===== config.mk =====
export PLATFORM = sky130hd
export DESIGN_NAME = skid_fifo
export DESIGN_NICKNAME = d
export VERILOG_FILES = /design/src/rtl/skid_fifo.sv
export SDC_FILE = /design/constraint.sdc
export NUM_CORES = 1
export LEC_CHECK = 0
export ABC_AREA = 1
export BUFFER_PORTS_ARGS = -buffer_cell sky130_fd_sc_hd__buf_2
export CAP_MARGIN = 20
export CELL_PAD_IN_SITES_DETAIL_PLACEMENT = 0
export CELL_PAD_IN_SITES_GLOBAL_PLACEMENT = 1
export CORE_UTILIZATION = 45
export DETAILED_ROUTE_END_ITERATION = 8
export PLACE_DENSITY = 0.82
export SYNTH_ARGS = -nofsm -noshare
export SYNTH_HDL_FRONTEND = slang
export SYNTH_SLANG_ARGS = --single-unit

===== constraint.sdc =====
create_clock -name i_clock -period 2.33 [get_ports i_clock]
set_input_delay 0.1165 -clock i_clock [delete_from_list [all_inputs] [get_ports i_clock]]
set_output_delay 0.1165 -clock i_clock [all_outputs]
set_load 0.01 [all_outputs]

===== src/rtl/skid_fifo.sv =====
// Elastic valid/ready buffer of DEPTH entries with fully registered handshake outputs,
// fill level, almost-full and synchronous flush.
module skid_fifo #(
    parameter int WIDTH       = 16,
    parameter int DEPTH       = 4,
    parameter int AFULL_LEVEL = DEPTH - 1
) (
    input  logic                       i_clock,
    input  logic                       i_reset,
    input  logic                       i_flush,
    input  logic [WIDTH-1:0]           i_in_data,
    input  logic                       i_in_valid,
    output logic                       o_in_ready,
    output logic [WIDTH-1:0]           o_out_data,
    output logic                       o_out_valid,
    input  logic                       i_out_ready,
    output logic [$clog2(DEPTH+1)-1:0] o_count,
    output logic                       o_almost_full
);
    localparam int PW = $clog2(DEPTH);
    localparam int CW = $clog2(DEPTH + 1);

    logic [WIDTH-1:0] mem [DEPTH];
    logic [PW-1:0]    wr_ptr;
    logic [PW-1:0]    rd_ptr;
    logic [PW-1:0]    rd_ptr_next;
    logic [CW-1:0]    count_after_pop;
    logic [CW-1:0]    count_next;
    logic [WIDTH-1:0] head_next;
    logic             push;
    logic             pop;

    assign push = i_in_valid & o_in_ready;
    assign pop  = o_out_valid & i_out_ready;

    // The output register mirrors the head entry; when the head slot is the one being
    // written this cycle the incoming word bypasses the array.
    always_comb begin
        count_after_pop = o_count - CW'(pop);
        count_next      = count_after_pop + CW'(push);
        rd_ptr_next     = pop ? rd_ptr + PW'(1) : rd_ptr;
        head_next       = (count_after_pop == '0) ? i_in_data : mem[rd_ptr_next];
    end

    always_ff @(posedge i_clock) begin
        if (push && !i_reset && !i_flush) begin
            mem[wr_ptr] <= i_in_data;
        end
    end

    always_ff @(posedge i_clock) begin
        if (i_reset) begin
            wr_ptr        <= '0;
            rd_ptr        <= '0;
            o_count       <= '0;
            o_out_valid   <= 1'b0;
            o_out_data    <= '0;
            o_almost_full <= 1'b0;
            o_in_ready    <= 1'b0;
        end else if (i_flush) begin
            wr_ptr        <= '0;
            rd_ptr        <= '0;
            o_count       <= '0;
            o_out_valid   <= 1'b0;
            o_almost_full <= 1'b0;
            o_in_ready    <= 1'b1;
        end else begin
            if (push) begin
                wr_ptr <= wr_ptr + PW'(1);
            end
            rd_ptr        <= rd_ptr_next;
            o_count       <= count_next;
            o_out_valid   <= (count_next != '0);
            if (count_next != '0) begin
                o_out_data <= head_next;
            end
            o_in_ready    <= (count_next < CW'(DEPTH));
            o_almost_full <= (count_next >= CW'(AFULL_LEVEL));
        end
    end
endmodule


==> results of run 1 <==
## metal layers
| metal | vias up | track usage (%) |
|---|---|---|
| met5 | - | 0 |
| met4 | 0 | 6.69 |
| met3 | 6 | 3.11 |
| met2 | 74 | 31.8 |
| met1 | 1282 | 25.8 |
| li1 | 1445 | - |
## placed cells by master (no fill, tap or decap), drive strengths merged
cell type / instances
nand3: 86
nor2: 76
edfxtp: 64
inv: 54
nand2: 51
buf: 51
dfxtp: 26
a21oi: 18
dlygate4sd3: 12
clkbuf: 11
ha: 7
clkinvlp: 4
o21ai: 3
nand4: 2
clkinv: 1
and2: 1
o21bai: 1
## cells in the mapped netlist
cell / count / area share, %
a21oi_1: 18 / 2.3
and2_1: 1 / 0.16
buf_1: 3 / 0.29
buf_2: 11 / 1.4
buf_4: 3 / 0.58
clkbuf_1: 1 / 0.096
clkinv_1: 1 / 0.096
dfxtp_1: 26 / 13
edfxtp_1: 64 / 49
ha_1: 7 / 2.2
inv_1: 53 / 5.1
nand2_1: 46 / 4.4
nand2_2: 3 / 0.48
nand2_4: 2 / 0.58
nand3_1: 84 / 11
nand3_2: 1 / 0.26
nand3_4: 1 / 0.45
nand4_1: 2 / 0.32
nor2_1: 76 / 7.3
o21ai_0: 3 / 0.38
o21bai_1: 1 / 0.19
## layout make-up
type,count,area (um^2),share of cell area [%]
sequential,90,2440,54.0
multi-input combinational,245,1170,25.8
timing repair buffer,63,398,8.80
inverter,54,203,4.48
clock buffer,11,141,3.13
tap,105,131,2.91
clock inverter,5,38.8,0.858
## power groups by stage
stage	combinational, mW	sequential, mW	clock (mW)
after floorplan	0.244	1.86	0
after global placement	0.410	1.84	0
after detailed placement	0.413	1.84	0
after CTS	0.431	1.80	0.990
after global routing	0.489	1.81	1.06
final	0.430	1.80	0.959
## logic make-up after synthesis
| group | count (synthesis) | share of synthesized area [%] |
|---|---|---|
| simple gates | 216 | 24.7 |
| flops | 90 | 62.6 |
| buf+inv | 72 | 7.56 |
| compound gates | 22 | 2.88 |
| fa+ha+maj | 7 | 2.24 |
## worst paths after layout
| kind | from | to | slack [ns] | cells past startpoint |
|---|---|---|---|---|
| min reg2reg | wr_ptr[1] | wr_ptr[1] | 0.54 | 2 |
| min | i_in_data[7] | mem[2][7] | 0.009 | 1 |
| max reg2reg | o_out_valid | o_out_data[8] | 0.26 | 12 |
| max | o_out_valid | o_out_data[8] | 0.26 | 12 |
## registers in the layout, summed over array words and instances, names as in the netlist
register,cells
rd_ptr,2
o_count,3
wr_ptr,2
o_in_ready,1
o_out_data,16
mem,64
o_out_valid,1
o_almost_full,1
## through the flow
| stage | util [%] | std cells | setup slack [ns] |
|---|---|---|---|
| after floorplan | - | 407 | 0.262 |
| after global placement | 50.9 | 545 | 0.305 |
| final | 54.5 | 573 | 0.262 |
| after CTS | 54.5 | 573 | 0.246 |
| after detailed placement | 50.9 | 545 | 0.260 |
| after global routing | 54.5 | 573 | 0.0770 |
## what timing repair did
item,in CTS,in global routing
hold buffers,12,0
hold endpoints to repair,42,0
resized for setup,0,0
==> impl_metrics.py, run 1 <==
metrics = {
    "outcome": {
        "status": "finished, final reports clean",
    },
    "power_and_ir_drop": {
        "power_per_cell_area_nw_per_um2": 706,
        "p_clk_share_pct": 30.0,
        "pwr-share-seq_pct": 56.5,
        "peakVddDrop_mv": 0.367,
        "p_sw_mw": 0.841,
        "power_frac_comb_pct": 13.5,
        "intPower_mw": 2.35,
        "leakagePower_nw": 1.86,
        "total_power_mw": 3.19,
        "swShare_pct": 26.4,
    },
    "cells_and_area": {
        "fin_nets": 491,
        "fillerInstances": 755,
        "diodes": 0,
        "drive_above_1_share_pct": 15.6,
        "final_cell_area_um2": 4520,
        "syn_to_final_growth_pct": 15.8,
    },
    "synth": {
        "avgSynthCellArea_um2": 9.59,
        "syn-num-nets": 435,
        "ys_seq_area_share_pct": 62.6,
        "yosys_warnings": 0,
        "synth_cells": 407,
        "synth_area_um2": 3900,
        "ys_types": 21,
        "ys_seq_elements": 90,
    },
    "global_route": {
        "grt_max_degree": 34,
        "grt_pass1_vias": 2611,
        "grt_pass1_wl_um": 13000,
        "overflow": 0,
        "grt_usage_pct": 19.3,
        "antenna_found_initial": 0,
    },
    "sta": {
        "relSlewSlack_pct": 71.4,
        "finalClockSkew_ns": 0.00965,
        "min_period_ns": 2.07,
        "rsz0062_at_grt": "false",
        "drv_slew": 0,
        "hold_violations": 0,
        "worst_pin_slew_ns": 0.428,
        "fin_hold_ws_ns": 0.00908,
        "setup-tns-final_ns": 0,
        "fin_crit_sh_pct": 88.7,
        "setup_viol": 0,
        "max_freq_ghz": 0.484,
    },
    "route": {
        "firstDrtPassIters": 5,
        "met2_length_um": 4020,
        "highest_layer": "met4",
        "ant_nets": 0,
        "drt_wl_total_um": 8120,
        "drt_iter0_drc": 177,
        "drt-vias-per-instance": 4.90,
        "vias": 2807,
        "drc": 0,
        "route.met3.wl_um": 430,
        "wire_per_inst_um": 14.2,
        "drt-met1-wl_um": 3610,
    },
    "critical_path": {
        "crit_slowest_cell": "dfxtp_1",
        "path_class": "reg2reg",
        "crit_fanout": 17,
        "path_buf_inv": 3,
        "cp-start-kind": "flop",
        "crit_arrival_ns": 2.31,
        "cp_cell_sequence": "nand2_2, nor2_1, ha_1, inv_1, ha_1, nor2_1, nand3_1, nand2_1, clkinv_1, buf_4, nor2_1, a21oi_1",
        "critPathTopFamily": "simple AND/OR/NAND/NOR gates",
        "crit_path_end_kind": "flop",
        "crit_path_max_incr_delay_ns": 0.47,
        "crit_required_ns": 2.57,
        "crit_path_frequent_cell": "nor2_1",
    },
    "clock_network": {
        "cts_root_buf": "clkbuf_8",
        "worstSkewPairLatency_ns": 0.35,
        "clkTransAtPathRegs_ns": 0.09,
        "htree_levels": 3,
        "numCtsBuffers": 9,
        "clockBufferDepth": 2,
        "clkSinkCount": 90,
        "post-cts-setup-buffers": 0,
        "cts_tree": "done",
    },
    "placed_design": {
        "port_buffers": 42,
        "place_area_um2": 4220,
        "hpwlAfterDp_um": 4670,
        "gp_congestion": 0.757,
    },
    "floorplanning": {
        "row_count": 33,
        "pin_count": 43,
        "die_x_um": 95.1,
        "coreArea_um2": 8300,
        "dieArea_um2": 9050,
        "die_y_um": 95.1,
        "initial_core_util_pct": 47.0,
    },
    "min_path": {
        "hp-class": "in2reg",
    },
    "flow_run": {
        "drv_cap": 0,
    },
}
No activity file was read; power rests on OpenSTA's default activity.
==> run 2: changes to the inputs <==
==> constraint.sdc (replaced) <==
create_clock -name i_clock -period 2.33 [get_ports i_clock]
set_input_delay 0.466 -clock i_clock [delete_from_list [all_inputs] [get_ports i_clock]]
set_output_delay 0.466 -clock i_clock [all_outputs]
set_load 0.01 [all_outputs]
==> impl_metrics.py, run 2 (synthesized netlist as in run 1, its figures left out) <==
metrics = {
    "critical_path": {
        "crit_fanout": 17,
        "path_class": "reg2reg",
        "cp-start-kind": "flop",
        "timing.rr.start": "o_out_valid",
        "crit_required_ns": 2.57,
        "r2r-end": "o_out_data[9]",
        "reg2reg_slack_ns": 0.23,
        "rr_worst_depth": 12,
        "crit_path_end_kind": "flop",
        "crit_arrival_ns": 2.35,
    },
    "outcome": {
        "status": "finished, final reports clean",
    },
    "sta": {
        "fin_crit_sh_pct": 90.3,
        "setup-tns-final_ns": 0,
        "min_period_ns": 2.10,
        "worst_pin_slew_ns": 0.398,
        "relSlewSlack_pct": 73.4,
        "hold_violations": 0,
        "setup_viol": 0,
        "drv_slew": 0,
        "max_freq_ghz": 0.475,
        "finalClockSkew_ns": 0.0128,
        "rsz0062_at_grt": "false",
    },
    "flow_run": {
        "drv_cap": 0,
    },
    "clock_network": {
        "worstSkewPairLatency_ns": 0.35,
        "cts_hold_buf": 0,
        "cts_root_buf": "clkbuf_8",
        "post-cts-setup-buffers": 0,
        "ctsResizeCount": 0,
        "clockBufferDepth": 2,
        "clkSinkCount": 90,
        "cts_tree": "done",
        "numCtsBuffers": 9,
        "htree_levels": 3,
        "clkTransAtPathRegs_ns": 0.09,
    },
    "cells_and_area": {
        "layout_common_cells": "nand3_1, nor2_1, edfxtp_1, inv_1, nand2_1",
        "regMostFlops": "mem",
        "diodes": 0,
        "drive_above_1_share_pct": 16.4,
        "fin_nets": 481,
        "reg_top3": "mem: 64 flops, o_out_data: 16 flops, o_count: 3 flops",
        "largest_reg_flops": 64,
        "finalCoreUtilization_pct": 54.4,
        "layout_commonest_cell": "nand3_1",
        "syn_to_final_growth_pct": 15.6,
    },
    "power_and_ir_drop": {
        "peakVddDrop_mv": 0.380,
        "leakagePower_nw": 1.86,
        "power_per_cell_area_nw_per_um2": 732,
    },
    "global_route": {
        "grt_usage_pct": 19.8,
        "grt_pass1_vias": 2497,
        "grt_pass1_wl_um": 13100,
        "overflow": 0,
        "grt_max_degree": 34,
        "antenna_found_initial": 0,
    },
    "placed_design": {
        "port_buffers": 42,
        "hpwlAfterDp_um": 4830,
        "gp_congestion": 0.713,
    },
    "min_path": {
        "hp-start": "i_in_data[13]",
        "hp-class": "in2reg",
        "whs_path_depth": 1,
        "whs_endpoint": "mem[1][13]",
    },
    "route": {
        "ant_nets": 0,
        "drt-vias-per-instance": 4.87,
        "drt_wl_total_um": 8090,
        "firstDrtPassIters": 4,
        "drc": 0,
        "wire_per_inst_um": 14.4,
        "drt_iter0_drc": 187,
        "vias": 2741,
    },
    "floorplanning": {
        "dieArea_um2": 9050,
        "die_x_um": 95.1,
        "initial_core_util_pct": 47.0,
        "pin_count": 43,
        "die_y_um": 95.1,
        "coreArea_um2": 8300,
        "row_count": 33,
    },
}
-- run 2: cell types whose count changed in the layout (fill, tap and decap cells not counted), sizes merged --
cell,delta
clkinv,+2
clkbuf,-1
clkinvlp,-2
dlygate4sd3,-12
buf,+2
bufinv,+1
-- run 2: how the worst max path moves through the flow --
stage,startpoint,to
after CTS,o_out_valid,o_out_data[9]
after floorplan,o_out_valid,o_out_data[10]
final,o_out_valid,o_out_data[9]
after global routing,o_out_valid,o_out_data[5]
after detailed placement,i_out_ready,o_out_data[9]
after global placement,i_out_ready,o_out_data[6]
-- run 2: through the flow --
stage | power [mW] | cell area [um^2] | worst slack [ns] | std cells | hold slack, ns
CTS | 3.34 | 4510 | 0.210 | 563 | 0.324
floorplan | 2.10 | 3900 | 0.262 | 407 | 0.490
finish | 3.30 | 4510 | 0.225 | 563 | 0.338
global placement | 2.27 | 4310 | 0.150 | 547 | 0.507
global route | 3.47 | 4510 | 0.0529 | 563 | 0.325
detailed placement | 2.28 | 4310 | 0.115 | 547 | 0.520
-- run 2: layout make-up --
| cell class | count | area, um^2 |
|---|---|---|
| multi-input cells | 245 | 1170 |
| clock buffers | 10 | 138 |
| inverters | 54 | 203 |
| clock inverters | 6 | 65.1 |
| flip-flops and latches | 90 | 2440 |
| repair buffers | 53 | 368 |
| fillers | 749 | 3790 |
| well taps | 105 | 131 |
-- run 2: worst max-delay path, stage by stage (launching register included) --
cell      delay [ns]
dfxtp_1         0.49
nand2_2         0.13
nor2_1          0.12
ha_1            0.26
inv_1           0.06
ha_1            0.24
nor2_1          0.12
nand3_1         0.10
nand2_1         0.07
clkinv_1        0.05
buf_4           0.20
nor2_1          0.12
a21oi_1         0.05
-- run 2: routing by layer --
metal | global-route usage (%) | routed length, um | up-vias
met2 | 31.8 | 3870 | 67
li1 | - | - | 1427
met5 | 0 | 0 | -
met3 | 3.75 | 505 | 10
met4 | 7.83 | 142 | 0
met1 | 26.5 | 3570 | 1237
-- run 2: where the power goes --
group	total, mW	internal (mW)	switching (mW)	leakage (nW)
combinational	0.430	0.164	0.266	0.975
clock	1.07	0.527	0.544	0.0979
sequential	1.80	1.77	0.0340	0.790
